===== src/rtl/pipe_stage_buffer_pkg.sv =====
// Shared types for the handshaked pipeline stage buffer: FSM state encoding
// and the per-entry register control bundle.
package pipe_stage_buffer_pkg;

  // The state encoding doubles as the occupancy count, so count can never wrap.
  typedef enum logic [1:0] {
    PSB_EMPTY = 2'd0,
    PSB_ONE   = 2'd1,
    PSB_TWO   = 2'd2
  } psb_state_e;

  typedef struct packed {
    logic load;
    logic clr;
  } entry_ctrl_t;

  localparam entry_ctrl_t ENTRY_HOLD  = '{load: 1'b0, clr: 1'b0};
  localparam entry_ctrl_t ENTRY_LOAD  = '{load: 1'b1, clr: 1'b0};
  localparam entry_ctrl_t ENTRY_CLEAR = '{load: 1'b0, clr: 1'b1};

  function automatic logic [1:0] state_count(input psb_state_e s);
    return s;
  endfunction

endpackage


===== src/rtl/pipe_stage_buffer_entry.sv =====
// One payload register (head or skid): async reset to BUBBLE, synchronous
// clear to BUBBLE (priority over load), and load enable.
module pipe_entry_reg
  import pipe_stage_buffer_pkg::*;
#(
  parameter int               WIDTH  = 32,
  parameter logic [WIDTH-1:0] BUBBLE = '0
) (
  input  logic             clk,
  input  logic             rst,
  input  entry_ctrl_t      ctrl,
  input  logic [WIDTH-1:0] d,
  output logic [WIDTH-1:0] q
);

  logic [WIDTH-1:0] data_d;
  logic [WIDTH-1:0] data_q;

  // NOTE: data_d is given its hold value first so every path assigns it and no latch is inferred.
  always_comb begin
    data_d = data_q;
    if (ctrl.clr) begin
      data_d = BUBBLE;
    end else if (ctrl.load) begin
      data_d = d;
    end
  end

  // NOTE: the payload register is reset (not left undefined like plain RAM) because out_data must read BUBBLE straight out of reset.
  // NOTE: sequential state is written with non-blocking assignments so all flops see pre-edge values.
  always_ff @(posedge clk or negedge rst) begin
    if (!rst) begin
      data_q <= BUBBLE;
    end else begin
      data_q <= data_d;
    end
  end

  assign q = data_q;

endmodule


===== src/rtl/pipe_stage_buffer.sv =====
// Handshaked pipeline stage register with a 2-entry skid so in_ready depends
// only on the state register; flush turns the stage into a bubble.
module pipe_stage_buffer
  import pipe_stage_buffer_pkg::*;
#(
  parameter int               WIDTH  = 32,
  parameter logic [WIDTH-1:0] BUBBLE = '0
) (
  input  logic             clk,
  input  logic             rst,
  input  logic             flush,
  input  logic             in_valid,
  output logic             in_ready,
  input  logic [WIDTH-1:0] in_data,
  output logic             out_valid,
  input  logic             out_ready,
  output logic [WIDTH-1:0] out_data,
  output logic [1:0]       count,
  output logic [1:0]       flushed_cnt
);

  psb_state_e       state_d, state_q;
  logic [1:0]       flushed_cnt_d, flushed_cnt_q;
  entry_ctrl_t      head_ctrl, skid_ctrl;
  logic [WIDTH-1:0] head_din;
  logic [WIDTH-1:0] head_q, skid_q;
  logic             in_fire, out_fire;

  assign in_ready  = (state_q != PSB_TWO);
  assign out_valid = (state_q != PSB_EMPTY);
  assign in_fire   = in_valid & in_ready;
  assign out_fire  = out_valid & out_ready;
  assign out_data  = head_q;
  assign count     = state_count(state_q);
  assign flushed_cnt = flushed_cnt_q;

  always_comb begin
    state_d       = state_q;
    flushed_cnt_d = flushed_cnt_q;
    head_ctrl     = ENTRY_HOLD;
    skid_ctrl     = ENTRY_HOLD;
    head_din      = in_data;

    if (flush) begin
      // Any transfer in the flush cycle is discarded along with held entries.
      state_d       = PSB_EMPTY;
      flushed_cnt_d = state_count(state_q);
      head_ctrl     = ENTRY_CLEAR;
      skid_ctrl     = ENTRY_CLEAR;
    end else begin
      unique case (state_q)
        PSB_EMPTY: begin
          if (in_fire) begin
            state_d   = PSB_ONE;
            head_ctrl = ENTRY_LOAD;
          end
        end
        PSB_ONE: begin
          if (in_fire && out_fire) begin
            head_ctrl = ENTRY_LOAD;
          end else if (in_fire) begin
            state_d   = PSB_TWO;
            skid_ctrl = ENTRY_LOAD;
          end else if (out_fire) begin
            state_d   = PSB_EMPTY;
            head_ctrl = ENTRY_CLEAR;
          end
        end
        PSB_TWO: begin
          // Skid always drains through the head, preserving FIFO order.
          if (out_fire) begin
            state_d   = PSB_ONE;
            head_din  = skid_q;
            head_ctrl = ENTRY_LOAD;
            skid_ctrl = ENTRY_CLEAR;
          end
        end
        default: begin
          state_d   = PSB_EMPTY;
          head_ctrl = ENTRY_CLEAR;
          skid_ctrl = ENTRY_CLEAR;
        end
      endcase
    end
  end

  always_ff @(posedge clk or negedge rst) begin
    if (!rst) begin
      state_q       <= PSB_EMPTY;
      flushed_cnt_q <= 2'd0;
    end else begin
      state_q       <= state_d;
      flushed_cnt_q <= flushed_cnt_d;
    end
  end

  pipe_entry_reg #(
    .WIDTH  (WIDTH),
    .BUBBLE (BUBBLE)
  ) u_head (
    .clk  (clk),
    .rst  (rst),
    .ctrl (head_ctrl),
    .d    (head_din),
    .q    (head_q)
  );

  pipe_entry_reg #(
    .WIDTH  (WIDTH),
    .BUBBLE (BUBBLE)
  ) u_skid (
    .clk  (clk),
    .rst  (rst),
    .ctrl (skid_ctrl),
    .d    (in_data),
    .q    (skid_q)
  );

endmodule


===== config.mk =====
export PLATFORM = sky130hd
export DESIGN_NAME = pipe_stage_buffer
export DESIGN_NICKNAME = d
export VERILOG_FILES = /design/src/rtl/pipe_stage_buffer_pkg.sv /design/src/rtl/pipe_stage_buffer_entry.sv /design/src/rtl/pipe_stage_buffer.sv
export SDC_FILE = /design/constraint.sdc
export NUM_CORES = 1
export LEC_CHECK = 0
export CAP_MARGIN = 5
export CORE_UTILIZATION = 40
export CTS_BUF_LIST = sky130_fd_sc_hd__clkbuf_8
export CTS_CLUSTER_SIZE = 40
export DETAILED_ROUTE_END_ITERATION = 10
export DONT_BUFFER_PORTS = 1
export GPL_ROUTABILITY_DRIVEN = 1
export PLACE_DENSITY = 0.53
export RECOVER_POWER = 50
export SYNTH_ARGS = -nofsm -noshare
export SYNTH_HDL_FRONTEND = slang
export SYNTH_SLANG_ARGS = --single-unit

===== constraint.sdc =====
create_clock -name clk -period 1.69 [get_ports clk]
set_clock_uncertainty 0.05 [all_clocks]
set_input_delay 0.338 -clock clk [delete_from_list [all_inputs] [get_ports clk]]
set_output_delay 0.338 -clock clk [all_outputs]
set_load 0.05 [all_outputs]

==> key figures, run 1 <==
Synth
  – Synth Cell Area: 2920 um2
  – Synth area leader: dfrtp_1
  – Mapped Avg Cell Area: around 12 um2
  – Yosys warnings: 0
  – Mapped Nets: 274
  – Top FF cell, synth: dfrtp_1
  – Synth async-reset ratio: 100%
  – Seq/Total Area, Yosys: 58.3%
  – Syn Inst Count: 237
  – Top cell type's share of synthesized area: ~58%
  – Distinct cells, synth: 27
  – EDFF count, synth: 0
  – Post-synthesis register bit count: 68
  – Top post-synthesis cells by area: dfrtp_1, mux2i_1, a22o_1

Clock tree
  – Clk slew on worst S/H paths: 0.08 ns
  – H-tree depth: 3
  – Post-CTS setup buffers: 0
  – Worst-skew pair later-pin latency: approximately 0.34 ns
  – Max Root-Sink Buffers: 2
  – CTS Sinks: 68
  – CTS Root Buffer Type: clkbuf_8
  – CTS tree: done
  – Hold bufs inserted after CTS: 1
  – CTS Buf Count: 9

Place
  – DP Worst Slack: approximately 0.11 ns
  – Placed inst area: between 3000 and 4000 um2
  – Final HPWL DP: 3840 um
  – # port buffers: 0
  – Gpl congestion: 0.743

Die
  – Core Area: 6910 um2
  – Io pins: 75
  – Chip Width: 87.4 um
  – Die area: approximately 7600 um2
  – Num rows: 30
  – Die Ht: 87.4 um
  – Initial Util: 42.2%

Drt
  – Vias: about 1800
  – DRC viols: 0
  – DR iter-0 viols: 45
  – Routed wire length: 6110 um
  – ANT nets after route: 0
  – Routed WL per cell: 17.6 um
  – First-pass DRT Iterations: 4
  – Via/cell ratio: 5.27

STA
  – Crit share post-route: 93.7%
  – Final TNS setup: 0 ns
  – FMAX: 0.631 GHz
  – Setup Viol. Count Final: 0
  – Final setup margin: 0.106 ns
  – Least-Margin Pin Slew: 0.522 ns
  – Post-layout minimum cycle time: 1.58 ns
  – Final Hold Viols: 68
  – Unrepaired setup endpoints after global routing: true
  – Worst hold slack: -0.366 ns
  – Final Max Tran Viols: 0
  – Relative slew slack: approximately two thirds

Layout
  – # nets final: 283
  – Design area: 3300 um2
  – Commonest cells after routing, fill and taps aside: dfrtp_1, nand2_1, a22o_1, mux2i_1, o21ai_1
  – FILL cells: 636
  – Sequential Area: 1700 um2
  – Final core utilization: 47.8%
  – Layout cell share with drive strength beyond 1: 17.1%
  – Area of the multi-input gates: 1080 um2
  – Diodes inserted: 0
  – Most common cell after layout, fill and taps aside: dfrtp_1
  – Synth-to-Final Area Change: 13.3%

Setup path
  – Worst Path Required: 1.85 ns
  – Data arrival, critical path: ~1.8 ns
  – R2R setup slack: 0.11 ns
  – Reg2Reg Depth: 5
  – Crit path depth: 5
  – Critical path's slowest cell: dfrtp_2
  – WS Path Type: flop to flop
  – Cell family with most CP delay: flip-flops
  – Endpoint class of the critical path: flop
  – End of the critical path: u_head.q[5]
  – Worst-path maximum fanout: 12
  – Worst path cell trace: nand2b_4 > nor3b_4 > buf_4 > mux2i_1 > o21ai_1
  – Worst R2R End: u_head.q[5]
  – Worst R2R Start: count[0]
  – Worst setup SP type: flop
  – Worst setup startpoint: count[0]
  – Worst path max stage delay: about 0.45 ns
  – Critical path buffers and inverters: 1

Global route
  – Initial antenna violation count: 0
  – Total gr overflow: 0
  – First-pass GRT wire length: 10000 um
  – Largest net degree at the start of global routing: 69
  – Vias in the first global route: 1901
  – Total GRT Usage: 17.8%

Run
  – Max cap viols: 0

Outcome
  – Status: complete, but fails checks
  – Failing checks: negative hold slack

Min path
  – Hold Path Class: input port to async pin

Power and ir drop
  – Pleak: 1.43 nW
  – Worst VDD drop: around 0.00048 V
  – Pwr/cell area: 1180 nW/um2
## worst min path at each step
stage / startpoint / end / depth (start not counted)
2_1_floorplan: rst / count[0] / 0
3_3_place_gp: rst / u_head.q[10] / 0
3_5_place_dp: rst / u_head.q[10] / 0
4_1_cts: rst / u_head.q[10] / 0
5_1_grt: rst / u_head.q[10] / 0
6_report: rst / u_head.q[10] / 0
## area by class of cell
class                           instances  area share [%]
Multi-Input combinational cell        150            32.7
Clock buffer                           10            4.17
Tap cell                               96            3.63
Clock inverter                          6            3.37
Sequential cell                        68            51.6
Timing Repair Buffer                   16            4.47
Inverter                                1           0.114
## registers in the layout (all words and copies together) (netlist names)
signal       count
count            2
flushed_cnt      2
u_head.q        32
u_skid.q        32
## through the flow
| step | power (mW) | std cells |
|---|---|---|
| 2_1_floorplan | 2.23 | 237 |
| 3_3_place_gp | 2.30 | 330 |
| 3_5_place_dp | 2.31 | 330 |
| 4_1_cts | 3.96 | 347 |
| 5_1_grt | 4.07 | 347 |
| 6_report | 3.90 | 347 |
## kinds of logic after synthesis
family                 after synthesis  share of synthesized area [%]
AO/OA/AOI/OAI                       71                           17.6
flip-flops                          68                           58.3
AND/OR/NAND/NOR                     44                           6.99
multiplexers                        34                           11.7
buffers and inverters               19                           5.06
XOR/XNOR                             1                          0.300
## where the power goes
part           leakage (nW)  total (mW)  switching (mW)  internal (mW)
clock                 0.122        1.63           0.612           1.02
combinational         0.390       0.267           0.150          0.118
sequential            0.920        2.00           0.294           1.71
## metal layers
layer / GRT usage [%] / up-vias / routed length, um
met5: 0 / - / 0
met1: 23.7 / 900 / 2870
met4: 6.71 / 0 / 61
met2: 25.9 / 55 / 2690
met3: 7.11 / 6 / 485
li1: - / 867 / -
## synth_stat cells (2+ instances only)
| cell type | n |
|---|---|
| a22o_1 | 32 |
| a21oi_1 | 2 |
| dfrtp_1 | 68 |
| mux2i_1 | 32 |
| nor2b_1 | 2 |
| nor2_1 | 2 |
| buf_2 | 13 |
| buf_12 | 3 |
| mux2_2 | 2 |
| nand2_1 | 33 |
| o21ai_1 | 32 |
## repair_timing
action | CTS | global route
endpoints found under the hold margin | 69 | 68
resized for setup | 0 | 1
endpoints found under the setup margin | 0 | 4
Note: power is estimated with default switching activity, not from simulation.
==> inputs of run 2 (changes only) <==
CTS_BUF_LIST = default   (was sky130_fd_sc_hd__clkbuf_8)
==> results of run 2 <==
Same layout as run 1: the final DEF is identical, and so are final timing and power.
==> inputs of run 3 (changes only) <==
CORE_MARGIN = 10   (was default)
DONT_BUFFER_PORTS = default   (was 1)
PLACE_DENSITY = 0.67   (was 0.53)
==> run 3 against run 2 <==
The run now ends clean. Combinational power rose to 3.0 times the previous value. Final area is 24% higher. Sequential share of layout area shrank 10 points. Setup slack lost 0.069 ns. Die area rose by 45%. First-iteration DRC count up 60%. Critical path type unchanged. Routed wire length grew 22%.
==> key figures, run 3 (same netlist as run 1, synthesis figures left out) <==
Power and ir drop
  – Register share of total power: 45.9%
  – Pwr/cell area: 937 nW/um2
  – Pleak: 1.83 nW
  – Switching Share: between 20% and 30%
  – Sw Pwr: 1.12 mW
  – Design Power: 3.84 mW
  – Gate power share: 20.7%
  – Clock network power share: 33.4%
  – P_int: 2.73 mW
  – Worst VDD drop: between 0.0005 and 0.0006 V

Die
  – Die Ht: 105 um
  – Core Area: between 7000 and 8000 um2
  – Die area: ~11000 um2
  – Chip Width: around 110 um
  – Num rows: 31
  – Initial Util: 40.7%
  – Io pins: 75

Setup path
  – Endpoint class of the critical path: flop
  – Worst Path Required: approximately 1.9 ns
  – Critical path's slowest cell: dfrtp_2
  – Worst R2R Start: count[0]
  – Worst path max stage delay: 0.43 ns
  – R2R setup slack: 0.04 ns
  – Worst setup SP type: flop
  – Crit path depth: 6
  – Worst path cell trace: nand2b_4 > nor3b_4 > buf_4 > clkbuf_16 > mux2i_1 > o21ai_1
  – Worst setup startpoint: count[0]
  – WS Path Type: flop to flop
  – Critical path buffers and inverters: 2
  – End of the critical path: u_head.q[10]
  – Data arrival, critical path: around 1.8 ns
  – Worst-path maximum fanout: 5
  – Cell family with most CP delay: simple AND/OR/NAND/NOR gates
  – Reg2Reg Depth: 6
  – Worst R2R End: u_head.q[10]

Global route
  – Vias in the first global route: 2355
  – Total gr overflow: 0
  – First-pass GRT wire length: 11900 um
  – Largest net degree at the start of global routing: 47
  – Total GRT Usage: 13.3%
  – Initial antenna violation count: 0

Clock tree
  – Max Root-Sink Buffers: 2
  – CTS Root Buffer Type: clkbuf_8
  – Worst-skew pair later-pin latency: 0.34 ns
  – H-tree depth: 3
  – CTS Buf Count: 9
  – CTS Sinks: 68
  – CTS tree: done
  – Clk slew on worst S/H paths: 0.07 ns

STA
  – Final Hold Viols: 0
  – Crit share post-route: 97.8%
  – Least-Margin Pin Slew: about 0.81 ns
  – Final TNS setup: 0 ns
  – Final Max Tran Viols: 0
  – Post-layout minimum cycle time: about 1.7 ns
  – Final setup margin: 0.0376 ns
  – FMAX: 0.605 GHz
  – Setup Viol. Count Final: 0
  – Relative slew slack: 46.3%

Layout
  – Synth-to-Final Area Change: 40.6%
  – Post-Layout Cell Count: 434
  – Most common cell after layout, fill and taps aside: dfrtp_1
  – Commonest cells after routing, fill and taps aside: dfrtp_1, clkdlybuf4s50_1, nand2_1
  – # nets final: 368
  – Diodes inserted: 0
  – Layout cell share with drive strength beyond 1: 26.0%
  – Final core utilization: 57.2%

Place
  – # port buffers: 74
  – Final HPWL DP: between 5000 and 6000 um
  – Post-Place Cells: 409
  – DP Worst Slack: -0.252 ns
  – Gpl congestion: 0.745

Outcome
  – Status: completed

Drt
  – Routed wire length: between 7000 and 8000 um
  – Via/cell ratio: roughly 5.0
  – DRC viols: 0
  – Routed WL per cell: ~17 um
  – Vias: 2186
  – ANT nets after route: 0
  – DR iter-0 viols: 72
  – First-pass DRT Iterations: 4

Run
  – Max cap viols: 0

Min path
  – Hold Path Class: flop to flop
  – Worst hold start: u_head.q[20]
-- run 3: timing repair --
action	in CTS	in global routing
endpoints found under the hold margin	12	0
gates resized for setup	0	3
endpoints found under the setup margin	0	9
hold buffers	1	0
buffers inserted	0	6
-- run 3: metal layers --
layer | part of all wire [%] | up-vias | global-route usage [%]
met5 | 0 | - | 0
met4 | 1.2 | 0 | 6.57
met3 | 5.3 | 8 | 3.78
met2 | 48 | 61 | 21.2
met1 | 46 | 1083 | 16.1
li1 | - | 1034 | -
-- run 3: power by group through the flow --
stage          clock network [mW]  logic (mW)  registers (mW)
3_3_place_gp                    0       0.802            1.79
6_report                     1.28       0.795            1.76
5_1_grt                      1.38       0.847            1.77
3_5_place_dp                    0       0.808            1.80
4_1_cts                      1.32       0.813            1.77
2_1_floorplan                   0       0.199            2.03
-- run 3: worst reg2reg max path, cell delays in order, from the launching register on --
cell       delay [ns]
dfrtp_2          0.43
nand2b_4         0.18
nor3b_4          0.27
buf_4            0.19
clkbuf_16        0.15
mux2i_1          0.20
o21ai_1          0.08
-- run 3: area by class of cell --
| type | instances | area [um2] |
|---|---|---|
| well taps | 99 | 124 |
| flip-flops and latches | 68 | 1700 |
| fillers | 591 | 3070 |
| multi-input cells | 150 | 1090 |
| clock buffers | 13 | 149 |
| repair buffers | 101 | 996 |
| inverters | 1 | 3.75 |
| clock inverters | 2 | 35.0 |
-- run 3: metrics by stage --
| step | hold WS [ns] | cell area [um2] |
|---|---|---|
| final | 0.435 | 4100 |
| after global routing | 0.457 | 4100 |
| after CTS | 0.375 | 4020 |
| after detailed placement | 0.208 | 3830 |
| after global placement | 0.207 | 3830 |
| after floorplan | -0.00759 | 2920 |
-- run 3: worst min-delay path by stage --
stage                         to  slack, ns  cells after the start
finish              u_head.q[20]       0.43                      2
floorplan               count[0]     -0.008                      0
detailed placement   u_head.q[5]       0.21                      1
CTS                  u_head.q[5]       0.37                      2
global placement     u_head.q[5]       0.21                      1
global route        u_head.q[26]       0.46                      2
